<file path="src/rtl/kronos_types.sv">
// Shared types and defaults for the Kronos hazard tracker (hazard control unit).
package kronos_types;

    localparam int HCU_DEPTH_DEFAULT = 2;
    localparam int HCU_NREGS_DEFAULT = 32;

    // Width of a per-register pending-write counter that must hold 0..depth.
    function automatic int hcu_cnt_width(input int depth);
        return $clog2(depth + 1);
    endfunction

endpackage

</file>
<file path="src/rtl/kronos_hcu_cell.sv">
// One saturating up/down counter of pending writes for a single architectural register.
// inc and dec in the same cycle cancel; clr has priority over both.
module kronos_hcu_cell
    import kronos_types::*;
#(
    parameter int DEPTH = HCU_DEPTH_DEFAULT,
    localparam int CW   = hcu_cnt_width(DEPTH)
) (
    input  logic          clk,
    input  logic          rstz,
    input  logic          clr,
    input  logic          inc,
    input  logic          dec,
    output logic [CW-1:0] cnt,
    output logic          nz,
    output logic          full,
    output logic          one
);

    localparam logic [CW-1:0] MAX = CW'(DEPTH);
    localparam logic [CW-1:0] ONE = CW'(1);

    logic [CW-1:0] r_cnt;

    // Pending-write count: clear on flush, otherwise saturate at 0 and DEPTH.
    always_ff @(posedge clk or negedge rstz) begin
        if (!rstz) begin
            r_cnt <= '0;
        end else if (clr) begin
            r_cnt <= '0;
        end else if (inc && !dec) begin
            if (r_cnt != MAX) r_cnt <= r_cnt + ONE;
        end else if (dec && !inc) begin
            if (r_cnt != '0) r_cnt <= r_cnt - ONE;
        end
    end

    assign cnt  = r_cnt;
    assign nz   = (r_cnt != '0);
    assign full = (r_cnt == MAX);
    assign one  = (r_cnt == ONE);

endmodule

</file>
<file path="src/rtl/kronos_hazard_tracker.sv">
// Register hazard tracker for the Kronos decode stage.
// Counts in-flight writes per architectural register (x0 untracked) and stalls decode on
// read-after-write hazards or when the destination counter is saturated.
// Optional feature: define KRONOS_HCU_FORWARD_EN to forward write-back data into decode when
// the last pending write of a source register retires in the same cycle.
//
// Handshake: upgrade is a one-cycle strobe from decode meaning "an instruction writing rd has
// been handed off" (only meaningful with regwr_rd_en, never asserted while stall is high);
// downgrade is a one-cycle strobe from write-back meaning "regwr_sel is written this cycle".
// Neither side waits on the other; both are consumed at the posedge where they are high.
module kronos_hazard_tracker
    import kronos_types::*;
#(
    parameter int NREGS = HCU_NREGS_DEFAULT,
    parameter int DEPTH = HCU_DEPTH_DEFAULT,
    localparam int REGW = $clog2(NREGS)
) (
    input  logic            clk,
    input  logic            rstz,
    input  logic            flush,
    input  logic [REGW-1:0] rs1,
    input  logic [REGW-1:0] rs2,
    input  logic [REGW-1:0] rd,
    input  logic            regrd_rs1_en,
    input  logic            regrd_rs2_en,
    input  logic            regwr_rd_en,
    input  logic            upgrade,
    input  logic [REGW-1:0] regwr_sel,
    input  logic [31:0]     regwr_data,
    input  logic            downgrade,
    output logic            stall,
    output logic            fwd_rs1_en,
    output logic            fwd_rs2_en,
    output logic [31:0]     fwd_data,
    output logic            idle,
    output logic            underflow
);

    localparam int CW = hcu_cnt_width(DEPTH);

    logic [NREGS-1:0]         w_inc;
    logic [NREGS-1:0]         w_dec;
    logic [NREGS-1:0][CW-1:0] w_cnt;
    logic [NREGS-1:0]         w_nz;
    logic [NREGS-1:0]         w_full;
    logic [NREGS-1:0]         w_one;

    logic w_haz_rs1;
    logic w_haz_rs2;
    logic w_full_rd;
    logic w_fwd_rs1;
    logic w_fwd_rs2;
    logic w_unused;

    logic r_underflow;

    // One-hot decode of the decode-side and write-back-side register selects; x0 is dropped.
    always_comb begin
        w_inc = '0;
        w_dec = '0;
        if (upgrade && (rd != '0))          w_inc[rd]        = 1'b1;
        if (downgrade && (regwr_sel != '0)) w_dec[regwr_sel] = 1'b1;
    end

    // x0 has no cell; it always reads as an empty counter.
    assign w_cnt[0]  = '0;
    assign w_nz[0]   = 1'b0;
    assign w_full[0] = 1'b0;
    assign w_one[0]  = 1'b0;

    for (genvar g = 1; g < NREGS; g++) begin : g_cell
        kronos_hcu_cell #(
            .DEPTH (DEPTH)
        ) u_cell (
            .clk  (clk),
            .rstz (rstz),
            .clr  (flush),
            .inc  (w_inc[g]),
            .dec  (w_dec[g]),
            .cnt  (w_cnt[g]),
            .nz   (w_nz[g]),
            .full (w_full[g]),
            .one  (w_one[g])
        );
    end

    assign w_haz_rs1 = regrd_rs1_en && (rs1 != '0) && w_nz[rs1];
    assign w_haz_rs2 = regrd_rs2_en && (rs2 != '0) && w_nz[rs2];
    assign w_full_rd = regwr_rd_en  && (rd  != '0) && w_full[rd];

`ifdef KRONOS_HCU_FORWARD_EN
    // A source whose only pending write retires this cycle can take the write-back data.
    assign w_fwd_rs1 = w_haz_rs1 && w_one[rs1] && downgrade && (regwr_sel == rs1);
    assign w_fwd_rs2 = w_haz_rs2 && w_one[rs2] && downgrade && (regwr_sel == rs2);
    assign fwd_data  = regwr_data;
    assign w_unused  = ^{w_cnt, w_inc[0], w_dec[0]};
`else
    assign w_fwd_rs1 = 1'b0;
    assign w_fwd_rs2 = 1'b0;
    assign fwd_data  = '0;
    assign w_unused  = ^{w_cnt, w_one, regwr_data, w_inc[0], w_dec[0]};
`endif

    assign fwd_rs1_en = w_fwd_rs1;
    assign fwd_rs2_en = w_fwd_rs2;
    assign stall      = (w_haz_rs1 && !w_fwd_rs1) || (w_haz_rs2 && !w_fwd_rs2) || w_full_rd;
    assign idle       = ~|w_nz;

    // Flag a write-back to a register with nothing pending; a flush in the same cycle masks it.
    always_ff @(posedge clk or negedge rstz) begin
        if (!rstz) begin
            r_underflow <= 1'b0;
        end else begin
            r_underflow <= !flush && downgrade && (regwr_sel != '0) && !w_nz[regwr_sel];
        end
    end

    assign underflow = r_underflow;

    // Decode must never hand off a write to a register whose counter is already saturated.
    a_no_sat_upgrade: assert property (@(posedge clk) disable iff (!rstz)
        !(upgrade && !flush && (rd != '0) && w_full[rd]));

endmodule
</file>
<file path="config.mk">
export PLATFORM = sky130hd
export DESIGN_NAME = kronos_hazard_tracker
export DESIGN_NICKNAME = d
export VERILOG_FILES = /design/src/rtl/kronos_types.sv /design/src/rtl/kronos_hcu_cell.sv /design/src/rtl/kronos_hazard_tracker.sv
export SDC_FILE = /design/constraint.sdc
export NUM_CORES = 1
export LEC_CHECK = 0
export BUFFER_PORTS_ARGS = -buffer_cell sky130_fd_sc_hd__buf_2
export CORE_MARGIN = 5
export CORE_UTILIZATION = 40
export DETAILED_ROUTE_END_ITERATION = 8
export GPL_ROUTABILITY_DRIVEN = 0
export MAX_ROUTING_LAYER = met4
export PLACE_DENSITY = 0.65
export SETUP_SLACK_MARGIN = 0.5
export SLEW_MARGIN = 40
export SYNTH_ARGS = -nofsm -noshare
export SYNTH_HDL_FRONTEND = slang
export SYNTH_SLANG_ARGS = --single-unit
</file>
<file path="constraint.sdc">
create_clock -name clk -period 3 [get_ports clk]
set_input_delay 0.6 -clock clk [delete_from_list [all_inputs] [get_ports clk]]
set_output_delay 0.6 -clock clk [all_outputs]
set_load 0.03 [all_outputs]
</file>
Word-level counts from Yosys, hierarchy flattened
Cells that the tools add are included.
- output and inout bits: 37
- register bits after elaboration: 63
- bits in read-only memories: 0
- bits in latches: 0
- logic and storage cells: 633
- input port bits: 60
- memories kept: 0
- RAM bits: 0
- reductions and logical operators: 271
- $mul: 0
- $add $sub $neg: 62
- equality and inequality tests: 93
- bitwise operators: 0
- mux-type cells: 169
- magnitude comparators: 6
- divide/modulo/power cells: 0
- shifts and indexed selects: 0
- operators with widths (cell ; number):
    2-to-1 mux 2 bit ; 155
    nonzero test 3 bit ; 62
    inequality test 3 bit, second input constant ; 31
    AND reduction 3 bit ; 31
    logical AND 1 bit ; 75
    logical NOT 1 bit ; 65
    2-to-1 mux 32 bit ; 2
    adder 2 x 1 -> 2 bit, second input constant ; 31
    equality test 2 bit, second input constant ; 31
    inequality test 2 bit, second input constant ; 31
    nonzero test 2 bit ; 31
    subtractor 2 x 1 -> 2 bit, second input constant ; 31
    OR reduction 31 bit ; 1
    less-than comparator 5 x 6 -> 1 bit, second input constant ; 4
    binary-select mux 1 bit (select 5 bit) ; 4
    nonzero test 5 bit ; 4
    demux 1 bit (select 5 bit) ; 2
    >= comparator 5 x 1 -> 1 bit, second input constant ; 2
    2-to-1 mux 1 bit ; 6
    logical OR 1 bit ; 2

Longest topological paths before layout
Gate-level depths: netlist (run 1).
- depth in word-level cells: 10
- mapped depth: 9

By module
Synthesis (run 1) repeated with hierarchy kept, for this count alone.
- cells, all modules: 797
- area, all modules: 7288.2 um^2
- by module, submodules not included (module ; area an instance (um^2) ; cells each ; times used ; seq. area each (um^2)):
    kronos_hcu_cell at g_cell[10].u_cell ... ; 176.4 ; 18 ; 26 ; 50.0
    kronos_hazard_tracker ; 1888.1 ; 244 ; 1 ; 25.0
    kronos_hcu_cell at g_cell[1].u_cell ... ; 162.7 ; 17 ; 5 ; 50.0

Worst setup path before layout (run 1)
Ideal clock, no wire load.
- path kind: input port to output port
- start point: input rs2[2]
- end point: output stall
- arrival time: 2459 ps
- stages on the path: 6
- required time: 2400 ps
- setup slack: -59 ps
- path through: buf_2 mux4_2 or3b_1 o311ai_0 o221ai_1 o2111ai_1
- word-level cells in the longest chain between the ends: 5
- elaborated cells on any way between the ends: 7
- those cells by class: mux (2); reduce/logical (5)
- ends and longest elaborated chain (element ; RTL line ; RTL):
    start, declared ; kronos_hazard_tracker.sv:22 ; input logic [REGW-1:0] rs2,
    binary-select mux 1 bit (select 5 bit) / nonzero test 5 bit (equally long branches) ; kronos_hazard_tracker.sv:88 ; assign w_haz_rs2 = regrd_rs2_en && (rs2 != '0) && w_nz[rs2];
    2-to-1 mux 1 bit (not written as such) / logical AND 1 bit (equally long branches) ; kronos_hazard_tracker.sv:88 ;
    logical AND 1 bit * ; kronos_hazard_tracker.sv:88 ;
    logical OR 1 bit * (2 in a row) ; kronos_hazard_tracker.sv:106 ; assign stall = (w_haz_rs1 && !w_fwd_rs1) || (w_haz_rs2 && !w_fwd_rs2) || w_full_rd;
    end, declared ; kronos_hazard_tracker.sv:31 ; output logic stall,
Mark *: on every way between the ends. The rest lies on a longest branch, timed or not. The select of a mux whose other input is x is not followed.

Final worst setup path (run 1)
- start point: register g_cell[27].u_cell.r_cnt[1]
- end point: output stall
- word-level cells in the longest chain between the ends: 6
- elaborated cells on any way between the ends: 13
- those cells by class: eq/ne (1); mux (6); reduce/logical (6)
- ends and longest elaborated chain (element ; RTL line ; RTL):
    start, declared ; kronos_hcu_cell.sv:23 ; logic [CW-1:0] r_cnt;
    start signal, assigned ; kronos_hcu_cell.sv:32 ; if (r_cnt != MAX) r_cnt <= r_cnt + ONE;
    start signal, assigned ; kronos_hcu_cell.sv:34 ; if (r_cnt != '0) r_cnt <= r_cnt - ONE;
    nonzero test 2 bit ; kronos_hcu_cell.sv:39 ; assign nz = (r_cnt != '0);
    binary-select mux 1 bit (select 5 bit), on equally long branches ; kronos_hazard_tracker.sv:87, kronos_hazard_tracker.sv:88 ;
    2-to-1 mux 1 bit, on equally long branches ; kronos_hazard_tracker.sv:87, kronos_hazard_tracker.sv:88 ;
    logical AND 1 bit, on equally long branches ; kronos_hazard_tracker.sv:87, kronos_hazard_tracker.sv:88 ;
    logical OR 1 bit ; kronos_hazard_tracker.sv:106 ;
    logical OR 1 bit * ; kronos_hazard_tracker.sv:106 ;
Marks and branches as above.

==> results by stage, run 1 <==
Clocking:
- Counting along the longest clock path gives a buffer depth of 2.
- The tree built by TritonCTS fans out to between 60 and 70 sinks.
- The number of clock buffers added by TritonCTS is 9.
- The CTS tree is built.
- CTS built an H-tree with a depth of 3.
- The number of hold buffers added after CTS is 0.
- The clock latency reported for the late side of the worst-skew pair is between 0.3 and 0.4 ns.
- CTS placed an instance of sky130_fd_sc_hd__clkbuf_16 at the clock tree root.
- The clock-pin slew reported for the worst setup and hold paths after clock tree synthesis is roughly 0.060 ns.

Global route:
- The met1 global-route usage is 29.27%.
- The layer with the highest usage after global routing is met2.
- The pin count of the biggest net entering global routing is 49.
- Summed over all layers, the global routing overflow is 0.
- The number of antenna violations at the first check in global routing was 0.
- For this run, the total global-route usage over all layers was measured as between 20% and 30%.
- The via count of the first global-routing pass is 5,787.
- The global-route met2 utilization is about 39%.
- The global-route wire length before repair is 30,510 um.
- The global-route track usage on met3 is ~4%.

Routing:
- The post-detailed-route via-to-cell ratio is 6.307.
- For this run, design rule violations remaining after detail routing come to 0.
- Summing over every cut layer, the via total after detailed routing is a little over 6,000.
- The routed wirelength normalized by instance count is 20.10 um.
- In this run the remaining antenna-violating nets after routing total 0.
- The total length of routed wires is between 15,000 and 20,000 um.
- In this run, the number of DRC markers left after iteration 0 of detailed routing was ~670.
- For this run, the detailed router's first-pass iteration total came to 6.

Die:
- The floorplan step defined a die boundary enclosing between 15,000 and 20,000 um^2.
- The overall die width is 129.9 um.
- The initial cell density of the core is about two fifths.
- The die span in y is around 130 um.
- The number of rows created at floorplan is 43.
- The core region is ~14,000 um^2.
- Pin placement for this block handled between 90 and 100 I/O pins.

Power:
- For this design the static power due to leakage is between 2 and 3 nW.
- In this run the power density over the cells is 354.8 nW/um^2.
- The total power is 0.002458 W.
- The maximum VDD drop is ~0.00027 V.

Critical path:
- The worst register-to-register path has a setup slack of 0.93 ns.
- In this run the worst setup path begins at g_cell[27].u_cell.cnt[1].
- The worst flop-to-flop path startpoint is g_cell[22].u_cell.cnt[1].
- The endpoint required time on the critical path is ~2.4 ns.
- The logic depth of the worst path, buffers included is 7.
- The endpoint class of the critical path is an output port.
- The critical setup path kind is reg2out.
- Counting both buffers and inverters, the worst setup path holds a total of 1.
- On the critical path the largest part of the delay comes from simple AND/OR/NAND/NOR gates.
- The slowest stage cell on the critical path is sky130_fd_sc_hd__or4_4.
- The depth of the worst register-to-register path is 8.
- The largest single stage delay on the critical path is roughly 0.54 ns.
- The startpoint class of the critical path is a register.
- The signal on the critical path passes through nand3b_1 -> o311ai_4 -> a21oi_2 -> or4_4 -> or3_4 -> o2111ai_2 -> buf_6.
- STA puts the critical path data arrival time at 2.36 ns.
- In this run the critical register-to-register path is captured at underflow.
- The end of the critical path is stall.
- The critical-path maximum fanout is 7.

STA:
- Setup violations remaining at the end of the flow were counted as 0.
- For the finished layout, the period the worst path requires is between 2 and 3 ns.
- The setup TNS after final layout is 0 ns.
- The final max-slew violation count is 0.
- Setup repair after global routing could not meet its margin everywhere.
- After layout, the worst path uses a little under 100% of the clock period.
- The count of endpoints failing hold in the final timing report was 0.
- Timing would allow up to approximately 0.34 GHz.
- The normalized max-slew margin is between 50% and 60%.
- The slew at the pin with the worst max-slew slack is about 0.67 ns.
- Across the routed clock network, the largest skew measured is around 0.0050 ns.

Min path:
- The tightest min-delay check is of the in2async type.

Layout:
- The post-route netlist has 24.33% of its cells at a drive strength greater than 1.
- The final layout net count is 840.
- The number of filler cells placed in the layout is about 1,300.
- The area growth from synthesis to layout is 20.52%.
- The number of antenna diodes in the final layout is 0.

Logic synthesis:
- Counting flops with a built-in enable in the synthesized netlist gives 0.
- For this run, the number of Yosys warnings is 0.
- In this run the cell area of the synthesized design comes to around 5700 um^2.
- The synthesized design contains 63 register bits.
- For this run, the leading register cell type out of synthesis is sky130_fd_sc_hd__dfrtp_1.
- After synthesis, the share of flip-flops with an asynchronous set or reset is 100.0%.
- The cell count after synthesis came out at a little over 700.
- The synthesized area divided by synthesized cell count is between 8 and 9 um^2.
- The share of the Yosys chip area taken by registers is about 27%.
- The synthesized netlist contains 63 unique library cells.

Place:
- The HPWL reported at the end of detailed placement is between 10,000 and 15,000 um.
- The count of buffers added on input and output ports is 30.

Run status:
- The run finished with clean final reports.

Job:
- The number of maximum-capacitance violations is 0.
[Yosys cell counts, types with 3 or more instances]
cell type,n,area (um^2)
sky130_fd_sc_hd__nor2_1,108,405.4
sky130_fd_sc_hd__nand2_1,89,334.1
sky130_fd_sc_hd__dfrtp_1,63,1577
sky130_fd_sc_hd__a21oi_1,45,225.2
sky130_fd_sc_hd__mux2i_1,41,410.4
sky130_fd_sc_hd__o21ai_0,36,180.2
sky130_fd_sc_hd__buf_4,35,262.8
sky130_fd_sc_hd__clkbuf_1,25,93.84
sky130_fd_sc_hd__a211oi_1,24,180.2
sky130_fd_sc_hd__a221oi_1,23,201.4
sky130_fd_sc_hd__mux4_2,19,427.9
sky130_fd_sc_hd__nor3_1,19,95.09
sky130_fd_sc_hd__a311oi_1,17,148.9
sky130_fd_sc_hd__nor2b_1,15,93.84
sky130_fd_sc_hd__a31oi_1,12,75.07
sky130_fd_sc_hd__buf_2,11,55.05
sky130_fd_sc_hd__inv_1,11,41.29
sky130_fd_sc_hd__and2_1,10,62.56
sky130_fd_sc_hd__nand4_1,9,56.30
sky130_fd_sc_hd__nand3b_1,8,60.06
sky130_fd_sc_hd__nand3_1,7,35.03
sky130_fd_sc_hd__nor3b_1,7,52.55
sky130_fd_sc_hd__nor4_1,6,37.54
sky130_fd_sc_hd__a41o_1,5,50.05
sky130_fd_sc_hd__and3_1,4,25.02
sky130_fd_sc_hd__mux2_2,4,45.04
sky130_fd_sc_hd__nand2b_1,4,25.02
sky130_fd_sc_hd__and4_1,3,26.28
sky130_fd_sc_hd__o221ai_1,3,26.28
sky130_fd_sc_hd__o22ai_1,3,18.77
sky130_fd_sc_hd__or3b_1,3,26.28
sky130_fd_sc_hd__or4_1,3,22.52
[report_power, final]
group	internal, W	leakage, nW	switching (W)
clock network	0.000709	0.156	0.000410
logic	0.000161	1.64	0.000302
registers	0.000861	0.856	0.0000165
total	0.00173	2.66	0.000728
[worst register-to-register path: cells and delay by family (launching register included)]
kind / cells / cell delay, ns
compound gates: 1 / 0.16
buf+inv: 2 / 0.27
flops: 1 / 0.41
mux: 2 / 0.75
simple gates: 3 / 0.36
[kinds of logic (layout without fill, tap and decap cells)]
logic type,after synthesis,in the layout,share of synthesized area (%)
AO/OA/AOI/OAI,188,188,22.26
buffers and inverters,87,124,8.705
flip-flops,63,63,27.42
multiplexers,64,64,15.36
other,1,34,0.06523
AND/OR/NAND/NOR,312,312,26.18
[registers in the layout, indices dropped and copies added, names as in the netlist]
signal and cells:
underflow 1, g_cell.u_cell.cnt 62
[layer usage]
layer  part of all wire [%]  vias up  wire length, um
met3                    8.3       60             1617
met2                     48      308             9345
met1                     41     2969             7865
met4                    2.9        0              569
met5                      0        -                0
li1                       -     2749                -
[layout make-up]
cell class              instances  area (um^2)  area share, %
repair buffers                 97        710.7          10.26
flip-flops and latches         63         1592          22.97
clock inverters                 3        40.04         0.5778
multi-input cells             598         4050          58.45
clock buffers                  13        270.3          3.900
inverters                      11        41.29         0.5959
well taps                     180        225.2          3.250
[timing repair]
action                                  4_1_cts  5_1_grt
pin swaps                                    14        3
cloned                                        0        0
gates resized for setup                      56       13
endpoints found under the setup margin        2        2
setup buffers                                19        2
[worst min-delay path by stage]
stage	to	cells past startpoint	slack [ns]	from
detailed placement	g_cell[10].u_cell.cnt[0]	2	0.61	g_cell[10].u_cell.cnt[1]
global placement	g_cell[30].u_cell.cnt[0]	2	0.58	g_cell[30].u_cell.cnt[1]
floorplan	g_cell[10].u_cell.cnt[0]	0	0.30	rstz
global route	g_cell[10].u_cell.cnt[1]	1	0.23	rstz
CTS	g_cell[10].u_cell.cnt[1]	1	0.36	rstz
finish	g_cell[1].u_cell.cnt[0]	1	0.19	rstz
[cells in the final DEF (no fill, tap or decap), types with 24 or more instances in the layout]
master                     count
sky130_fd_sc_hd__nand2_1      88
sky130_fd_sc_hd__o21ai_0      36
sky130_fd_sc_hd__dfrtp_1      51
sky130_fd_sc_hd__a211oi_1     24
sky130_fd_sc_hd__buf_2        24
sky130_fd_sc_hd__nor2_1       94
sky130_fd_sc_hd__buf_4        65
sky130_fd_sc_hd__a21oi_1      44
sky130_fd_sc_hd__conb_1       34
sky130_fd_sc_hd__mux2i_1      41
[per-stage QoR]
stage | instance area (um^2) | hold WS (ns) | utilization (%) | setup slack [ns] | instances
final | 6929 | 0.1946 | 49.53 | 0.04219 | 965
after global routing | 6929 | 0.2325 | 49.53 | -0.01372 | 965
after global placement | 6168 | 0.5806 | 44.10 | -0.2053 | 928
after CTS | 6854 | 0.3559 | 49.00 | 0.07907 | 963
after detailed placement | 6171 | 0.6055 | 44.11 | -0.2144 | 928
after floorplan | 5911 | 0.3044 | - | 0.2358 | 748
No activity file was read; power rests on OpenSTA's default activity.
==> run 2: changes to the inputs <==
Settings changed: PLACE_DENSITY 0.65 to 0.67.
Clock period 3 ns to 2.54 ns, I/O delays scaled along.
==> run 2 against run 1 <==
The run now ends with setup timing left. Routed wire length shrank 1.3%. Sequential share of layout area shrank 1.9 points. Sequential power grew 17%. Worst hold slack lost 0.095 ns. Power grew 13%. Via count grew 2.2%. Count of clock-buffer cells in the layout grew 1. Critical path depth shrank 1. Critical endpoint unchanged.
==> results by stage, run 2 (synthesis results as in run 1) <==
Die:
- The number of rows created at floorplan is 43 (unchanged).
- The overall die width is 129.9 um (unchanged).
- The core area was 13,990 um^2 (unchanged).
- The count of pins on the block boundary is 97 (unchanged).
- The area of the die is 16,870 um^2 (unchanged).
- The initial cell density of the core was 41.10% (unchanged).
- The die span in y came to 129.9 um (unchanged).

Routing:
- The total vias in the final route is 6,217 (was 6,086).
- The post-detailed-route via-to-cell ratio is 5.915 (was 6.307).
- The total length of routed wires is 19,150 um (was 19,400 um).
- The first-pass iteration count of the detailed router came to 8 (was 6).
- The residual DRC count is 0 (unchanged).
- The number of nets with antenna violations after routing is 0 (unchanged).
- The number of design-rule violations left by the first detailed-router iteration came to 645 (was 665).
- The routed wirelength normalized by instance count is 18.22 um (was 20.10 um).

Critical path:
- The worst flop-to-flop path startpoint is g_cell[12].u_cell.cnt[0] (was g_cell[22].u_cell.cnt[1]).
- CP Cell Sequence: nor4bb_4 -> o41ai_2 -> or4_1 -> or3_1 -> o2111ai_2 -> buf_6 (was nand3b_1 -> o311ai_4 -> a21oi_2 -> or4_4 -> or3_4 -> o2111ai_2 -> buf_6).
- The slowest stage cell on the critical path is sky130_fd_sc_hd__dfrtp_1 (was sky130_fd_sc_hd__or4_4).
- The minimum setup slack among reg-to-reg paths is 0.54 ns (was 0.93 ns).
- The family with the most delay on the worst path is simple AND/OR/NAND/NOR gates (unchanged).
- The data arrival time of the worst path is 2.29 ns (was 2.36 ns).
- The critical-path maximum fanout came to 3 (was 7).
- The endpoint class of the critical path is an output port (unchanged).
- The endpoint of the worst-slack reg-to-reg timing path is underflow (unchanged).
- The depth of the worst register-to-register path is 6 (was 8).
- The critical setup path kind is reg2out (unchanged).
- The endpoint required time on the critical path is 2.03 ns (was 2.40 ns).
- The startpoint class of the critical path was a register (unchanged).
- The worst path buffer plus inverter count is 1 (unchanged).
- The peak per-stage delay on the critical path is 0.41 ns (was 0.54 ns).

Clocking:
- The cell at the root of the clock tree is sky130_fd_sc_hd__clkbuf_16 (unchanged).
- The clock latency reported for the late side of the worst-skew pair is 0.35 ns (was 0.34 ns).
- The CTS sink count is 63 (unchanged).
- The CTS tree is built (unchanged).
- The clock-pin slew reported for the worst setup and hold paths after clock tree synthesis is 0.05 ns (was 0.06 ns).
- The number of buffers added by the clock tree synthesis step is 9 (unchanged).
- The number of buffers on the longest clock path was 2 (unchanged).
- The maximum level of the CTS H-tree was 3 (unchanged).

Layout:
- The combined flip-flop and latch cell area is 1588 um^2 (was 1592 um^2).
- The area of the multi-input gates is 4025 um^2 (was 4050 um^2).
- The area of all placed cells without fillers is 7527 um^2 (was 6929 um^2).
- Most frequent cells in the layout: sky130_fd_sc_hd__buf_4 (145), sky130_fd_sc_hd__nor2_1 (97), sky130_fd_sc_hd__nand2_1 (89), sky130_fd_sc_hd__dfrtp_1 (54), sky130_fd_sc_hd__a21oi_1 (43) (was sky130_fd_sc_hd__nor2_1 (94), sky130_fd_sc_hd__nand2_1 (88), sky130_fd_sc_hd__buf_4 (65), sky130_fd_sc_hd__dfrtp_1 (51), sky130_fd_sc_hd__a21oi_1 (44)).
- The final non-filler cell total is 1,051 (was 965).
- The number of diodes added for antenna fixing came to 0 (unchanged).
- The area growth from synthesis to layout is 30.92% (was 20.52%).
- The number of flip-flops under the largest register name came to 62 (unchanged).
- The most common cell after layout, fill and taps aside is sky130_fd_sc_hd__buf_4 (was sky130_fd_sc_hd__nor2_1).
- The final layout net count is 927 (was 840).
- The layout cell share with drive strength beyond 1 was 31.11% (was 24.33%).
- The number of filler cells placed in the layout is 1,304 (was 1,271).

Place:
- The number of port buffers is 30 (unchanged).
- The HPWL reported at the end of detailed placement came to 14,200 um (was 13,730 um).
- The cell area after placement is 6890 um^2 (was 6171 um^2).
- The post-place setup slack is -0.4193 ns (was -0.2144 ns).
- The count of placed standard cells including taps came to 1,021 (was 928).

STA:
- The ratio of final minimum period to clock period is 110.1%.
- The worst slack on hold paths came to 0.09917 ns (was 0.1946 ns).
- The setup-violating endpoint count in the final report is 2 (was 0).
- Static timing analysis puts the maximum clock frequency at around 0.36 GHz.
- The slew at the pin with the worst max-slew slack is 0.6899 ns (was 0.6718 ns).
- Counting I/O delays and the setup requirement, the final critical path takes between 2 and 3 ns.
- The count of endpoints failing hold in the final timing report is 0 (unchanged).
- The normalized max-slew margin is 53.81% (was 55.12%).
- The final clock skew came to 0.006413 ns (was 0.004953 ns).
- Unrepaired setup endpoints after global routing: true (unchanged).
- The final max-slew violation count is 0 (unchanged).
- The post-layout worst setup margin is -0.2557 ns (was 0.04219 ns).

Min path:
- The class of the most critical hold timing path is in2async (unchanged).

Job:
- The number of maximum-capacitance violations is 0 (unchanged).

Run status:
- Outcome: finished with violations (was complete, no violations).
- The checks that failed: setup timing.

Global route:
- The leftover overflow at the end of global routing is 0 (unchanged).
- The pin count of the biggest net entering global routing came to 45 (was 49).
- The number of antenna violations at the first check in global routing is 0 (unchanged).
- The global-route wire length before repair was 29,320 um (was 30,510 um).
- The overall global routing resource usage is 23.23% (was 23.61%).
- The via count of the first global-routing pass is 5,566 (was 5,787).

Power:
- The ratio of total power to cell area is 367.6 nW/um^2 (was 354.8 nW/um^2).
- The maximum VDD drop came to 0.0003136 V (was 0.0002663 V).
- The leakage power figure came to 3.055 nW (was 2.656 nW).
[run 2: changes by cell type in the layout (fill, tap and decap cells not counted), sizes merged]
cell / delta
buf: +87
clkinv: -1
clkbuf: +1
bufinv: -1
[run 2: metal layers]
| metal | vias to the layer above | part of all wire (%) | track usage, % |
|---|---|---|---|
| met5 | - | 0 | - |
| met4 | 0 | 2.6 | 8.130 |
| met3 | 43 | 8.9 | 5.894 |
| met2 | 281 | 46 | 34.21 |
| met1 | 2962 | 43 | 31.14 |
| li1 | 2931 | - | - |
[run 2: per-stage QoR]
stage	TNS, ns	power [W]	utilization [%]
3_3_place_gp	-0.5454	0.001591	49.18
4_1_cts	-0.4209	0.002757	52.86
3_5_place_dp	-0.5315	0.001597	49.26
5_1_grt	-0.5972	0.002864	53.81
2_1_floorplan	-0.04022	0.001415	-
6_report	-0.4528	0.002767	53.81
[run 2: timing repair]
item,in CTS,in global routing
buffers inserted,10,5
resized for setup,39,26
endpoints found under the setup margin,4,15
hold buffers,0,0
pin swaps,15,4
[run 2: power breakdown]
part	leakage, nW	switching [W]	internal (W)
Sequential	0.861	0.0000127	0.00102
Clock	0.127	0.000456	0.000681
Combinational	2.07	0.000372	0.000229
Total	3.05	0.000841	0.00193
[run 2: cell type report]
type | count | share of cell area [%]
clock buffers | 14 | 3.374
flip-flops and latches | 63 | 21.09
clock inverters | 1 | 0.06649
repair buffers | 184 | 18.45
inverters | 11 | 0.5485
multi-input cells | 598 | 53.47
well taps | 180 | 2.992
[run 2: worst max-delay path by stage]
stage	startpoint	endpoint	slack (ns)	cells past startpoint
floorplan	rs2[2]	stall	-0.04	6
global placement	rd[0]	stall	-0.43	9
detailed placement	rd[0]	stall	-0.42	9
CTS	g_cell[18].u_cell.cnt[1]	stall	-0.24	6
global route	g_cell[26].u_cell.cnt[1]	stall	-0.33	8
finish	g_cell[18].u_cell.cnt[1]	stall	-0.26	6
[run 2: worst reg2reg max path, stage by stage, from the launching register on]
cell                      delay (ns)
sky130_fd_sc_hd__dfrtp_1        0.44
sky130_fd_sc_hd__nor2_1         0.29
sky130_fd_sc_hd__buf_4          0.20
sky130_fd_sc_hd__mux4_2         0.22
sky130_fd_sc_hd__o32ai_1        0.09
sky130_fd_sc_hd__nor4b_1        0.43
sky130_fd_sc_hd__and3_1         0.26
==> run 3: changes to the inputs <==
Settings changed: CELL_PAD_IN_SITES_DETAIL_PLACEMENT from default to 1, CELL_PAD_IN_SITES_GLOBAL_PLACEMENT from default to 1, CORE_UTILIZATION 40 to 39, HOLD_SLACK_MARGIN from default to 0.12, PLACE_DENSITY 0.67 to 0.84.
==> run 3 against run 2 <==
Count of clock-buffer cells in the layout stayed put. Via count is 13% higher. Sequential share of layout area is 0.19 points higher. The run still ends with setup timing left. Register-to-register slack worse by 0.03 ns.
==> results by stage, run 3 (synthesis results as in run 1) <==
Routing:
- The first-pass iteration count of the detailed router came to 8 (unchanged).
- The number of nets with antenna violations after routing is 0 (unchanged).
- The total vias in the final route is 7,008 (was 6,217).
- The post-detailed-route via-to-cell ratio is 6.719 (was 5.915).
- The total length of routed wires is 26,670 um (was 19,150 um).
- The residual DRC count is 0 (unchanged).
- The number of design-rule violations left by the first detailed-router iteration is 938 (was 645).
- The routed wirelength normalized by instance count came to 25.57 um (was 18.22 um).

Layout:
- The layout cell share with drive strength beyond 1 was 30.85% (was 31.11%).
- Most frequent cells in the layout: sky130_fd_sc_hd__buf_4 (138), sky130_fd_sc_hd__nor2_1 (96), sky130_fd_sc_hd__nand2_1 (87), sky130_fd_sc_hd__dfrtp_1 (55), sky130_fd_sc_hd__a21oi_1 (44) (was sky130_fd_sc_hd__buf_4 (145), sky130_fd_sc_hd__nor2_1 (97), sky130_fd_sc_hd__nand2_1 (89), sky130_fd_sc_hd__dfrtp_1 (54), sky130_fd_sc_hd__a21oi_1 (43)).
- The number of flip-flops under the largest register name came to 62 (unchanged).
- The share of the core filled with cells is 51.49% (was 53.81%).
- The area of all placed cells without fillers is 7455 um^2 (was 7527 um^2).
- The number of diodes added for antenna fixing was 0 (unchanged).
- The area growth from synthesis to layout is 29.66% (was 30.92%).
- The final layout net count is 915 (was 927).
- The most common cell after layout, fill and taps aside is sky130_fd_sc_hd__buf_4 (unchanged).
- The number of filler cells placed in the layout is 1,747 (was 1,304).

Clocking:
- The clock latency reported for the late side of the worst-skew pair is 0.35 ns (about the same).
- The cell at the root of the clock tree is sky130_fd_sc_hd__clkbuf_16 (unchanged).
- The CTS sink count is 63 (unchanged).
- The maximum level of the CTS H-tree is 3 (unchanged).
- The CTS tree is built (unchanged).
- The clock-pin slew reported for the worst setup and hold paths after clock tree synthesis is 0.06 ns (was 0.05 ns).
- The number of hold buffers added after CTS came to 0 (unchanged).
- The number of buffers added by the clock tree synthesis step is 9 (unchanged).
- The number of buffers on the longest clock path came to 2 (unchanged).

Place:
- The cell area after placement is 6824 um^2 (was 6890 um^2).
- The post-place setup slack is -0.5354 ns (was -0.4193 ns).
- The number of port buffers is 30 (unchanged).
- The HPWL reported at the end of detailed placement was 17,860 um (was 14,200 um).

Power:
- The ratio of total power to cell area is 380.6 nW/um^2 (was 367.6 nW/um^2).
- The leakage power figure came to 2.978 nW (was 3.055 nW).
- The maximum VDD drop came to 0.0003372 V (was 0.0003136 V).
- The total power was 0.002837 W (was 0.002767 W).

Global route:
- The leftover overflow at the end of global routing is 0 (unchanged).
- The via count of the first global-routing pass is 7,350 (was 5,566).
- The number of antenna violations at the first check in global routing is 0 (unchanged).
- The overall global routing resource usage came to 29.39% (was 23.23%).
- The pin count of the biggest net entering global routing is 40 (was 45).
- The global-route wire length before repair is 39,610 um (was 29,320 um).

STA:
- The final period demand of the worst path came to 3.118 ns (was 2.796 ns).
- Unrepaired setup endpoints after global routing: true (unchanged).
- The post-layout worst setup margin is -0.5784 ns (was -0.2557 ns).
- The setup-violating endpoint count in the final report is 2 (unchanged).
- The final max-slew violation count was 0 (unchanged).
- The ratio of final minimum period to clock period is 122.8% (was 110.1%).
- The normalized max-slew margin is 55.16% (was 53.81%).
- The count of endpoints failing hold in the final timing report is 0 (unchanged).
- The final clock skew is 0.005488 ns (was 0.006413 ns).
- The slew at the pin with the worst max-slew slack is 0.6726 ns (was 0.6899 ns).
- The maximum clock frequency is 0.3207 GHz (was 0.3577 GHz).
- The worst slack on hold paths is 0.1819 ns (was 0.09917 ns).

Die:
- The core area is 14,480 um^2 (was 13,990 um^2).
- The count of pins on the block boundary is 97 (unchanged).
- The area of the die is 17,270 um^2 (was 16,870 um^2).
- The initial cell density of the core is 39.71% (was 41.10%).
- The overall die width was 131.4 um (was 129.9 um).
- The die span in y was 131.4 um (was 129.9 um).
- The number of rows created at floorplan is 44 (was 43).

Critical path:
- The peak per-stage delay on the critical path is 0.49 ns (was 0.41 ns).
- The startpoint class of the critical path is a register (unchanged).
- CP Cell Sequence: buf_4 -> nor2_1 -> buf_4 -> mux4_2 -> mux2i_1 -> o2111ai_4 -> o2111ai_4 -> buf_6 (was nor4bb_4 -> o41ai_2 -> or4_1 -> or3_1 -> o2111ai_2 -> buf_6).
- The endpoint class of the critical path is an output port (unchanged).
- The worst path buffer plus inverter count is 3 (was 1).
- The endpoint required time on the critical path is 2.03 ns (about the same).
- The endpoint of the worst-slack reg-to-reg timing path is underflow (unchanged).
- The worst flop-to-flop path startpoint is g_cell[10].u_cell.cnt[1] (was g_cell[12].u_cell.cnt[0]).
- The minimum setup slack among reg-to-reg paths is 0.51 ns (was 0.54 ns).
- The slowest stage cell on the critical path is sky130_fd_sc_hd__mux4_2 (was sky130_fd_sc_hd__dfrtp_1).
- The family with the most delay on the worst path is multiplexers (was simple AND/OR/NAND/NOR gates).
- The critical-path maximum fanout was 5 (was 3).
- The critical setup path kind is reg2out (unchanged).
- The data arrival time of the worst path is 2.61 ns (was 2.29 ns).
- The depth of the worst register-to-register path is 6 (unchanged).

Run status:
- Violated checks: setup timing (unchanged).
- Outcome: finished with violations (unchanged).

Job:
- The number of maximum-capacitance violations is 0 (unchanged).

Min path:
- The class of the most critical hold timing path was in2async (unchanged).
==> run 3: where the power goes <==
group | total [W] | switching, W | internal (W)
clock | 0.00116 | 0.000474 | 0.000681
combinational | 0.000651 | 0.000426 | 0.000225
sequential | 0.00103 | 0.0000143 | 0.00102
==> run 3: stage by stage <==
step                      std cells  TNS [ns]
after floorplan                 748  -0.04022
after global placement         1017   -0.5257
after detailed placement       1017   -0.6902
after CTS                      1042   -0.5765
after global routing           1043   -0.9903
final                          1043   -0.9112
==> run 3: how the worst max path moves through the flow <==
stage / from / endpoint / depth (start not counted)
CTS: g_cell[27].u_cell.cnt[0] / stall / 7
global placement: rd[0] / stall / 9
detailed placement: rd[0] / stall / 9
global route: g_cell[25].u_cell.cnt[0] / stall / 8
finish: g_cell[25].u_cell.cnt[0] / stall / 8
floorplan: rs2[2] / stall / 6
==> run 3: final cells by class <==
type,instances,area [um^2],share of cell area (%)
clock buffer,14,254.0,3.407
inverter,11,41.29,0.5539
sequential,63,1587,21.28
multi-input combinational,598,4064,54.51
tap,184,230.2,3.088
timing repair buffer,172,1274,17.09
clock inverter,1,5.005,0.06714
==> run 3: metal layers <==
layer  vias to the layer above  track usage, %  wire length (um)
met2                       473           48.28             12520
li1                       2907               -                 -
met1                      3435           32.85              9731
met3                       193           6.651              2296
met4                         0           16.91              2119
met5                         -               -                 0
==> run 3: timing repair <==
action                     CTS  global route
resized for setup           35            36
setup endpoints to repair   15            28
setup buffers               10             1
pin swaps                    9             4
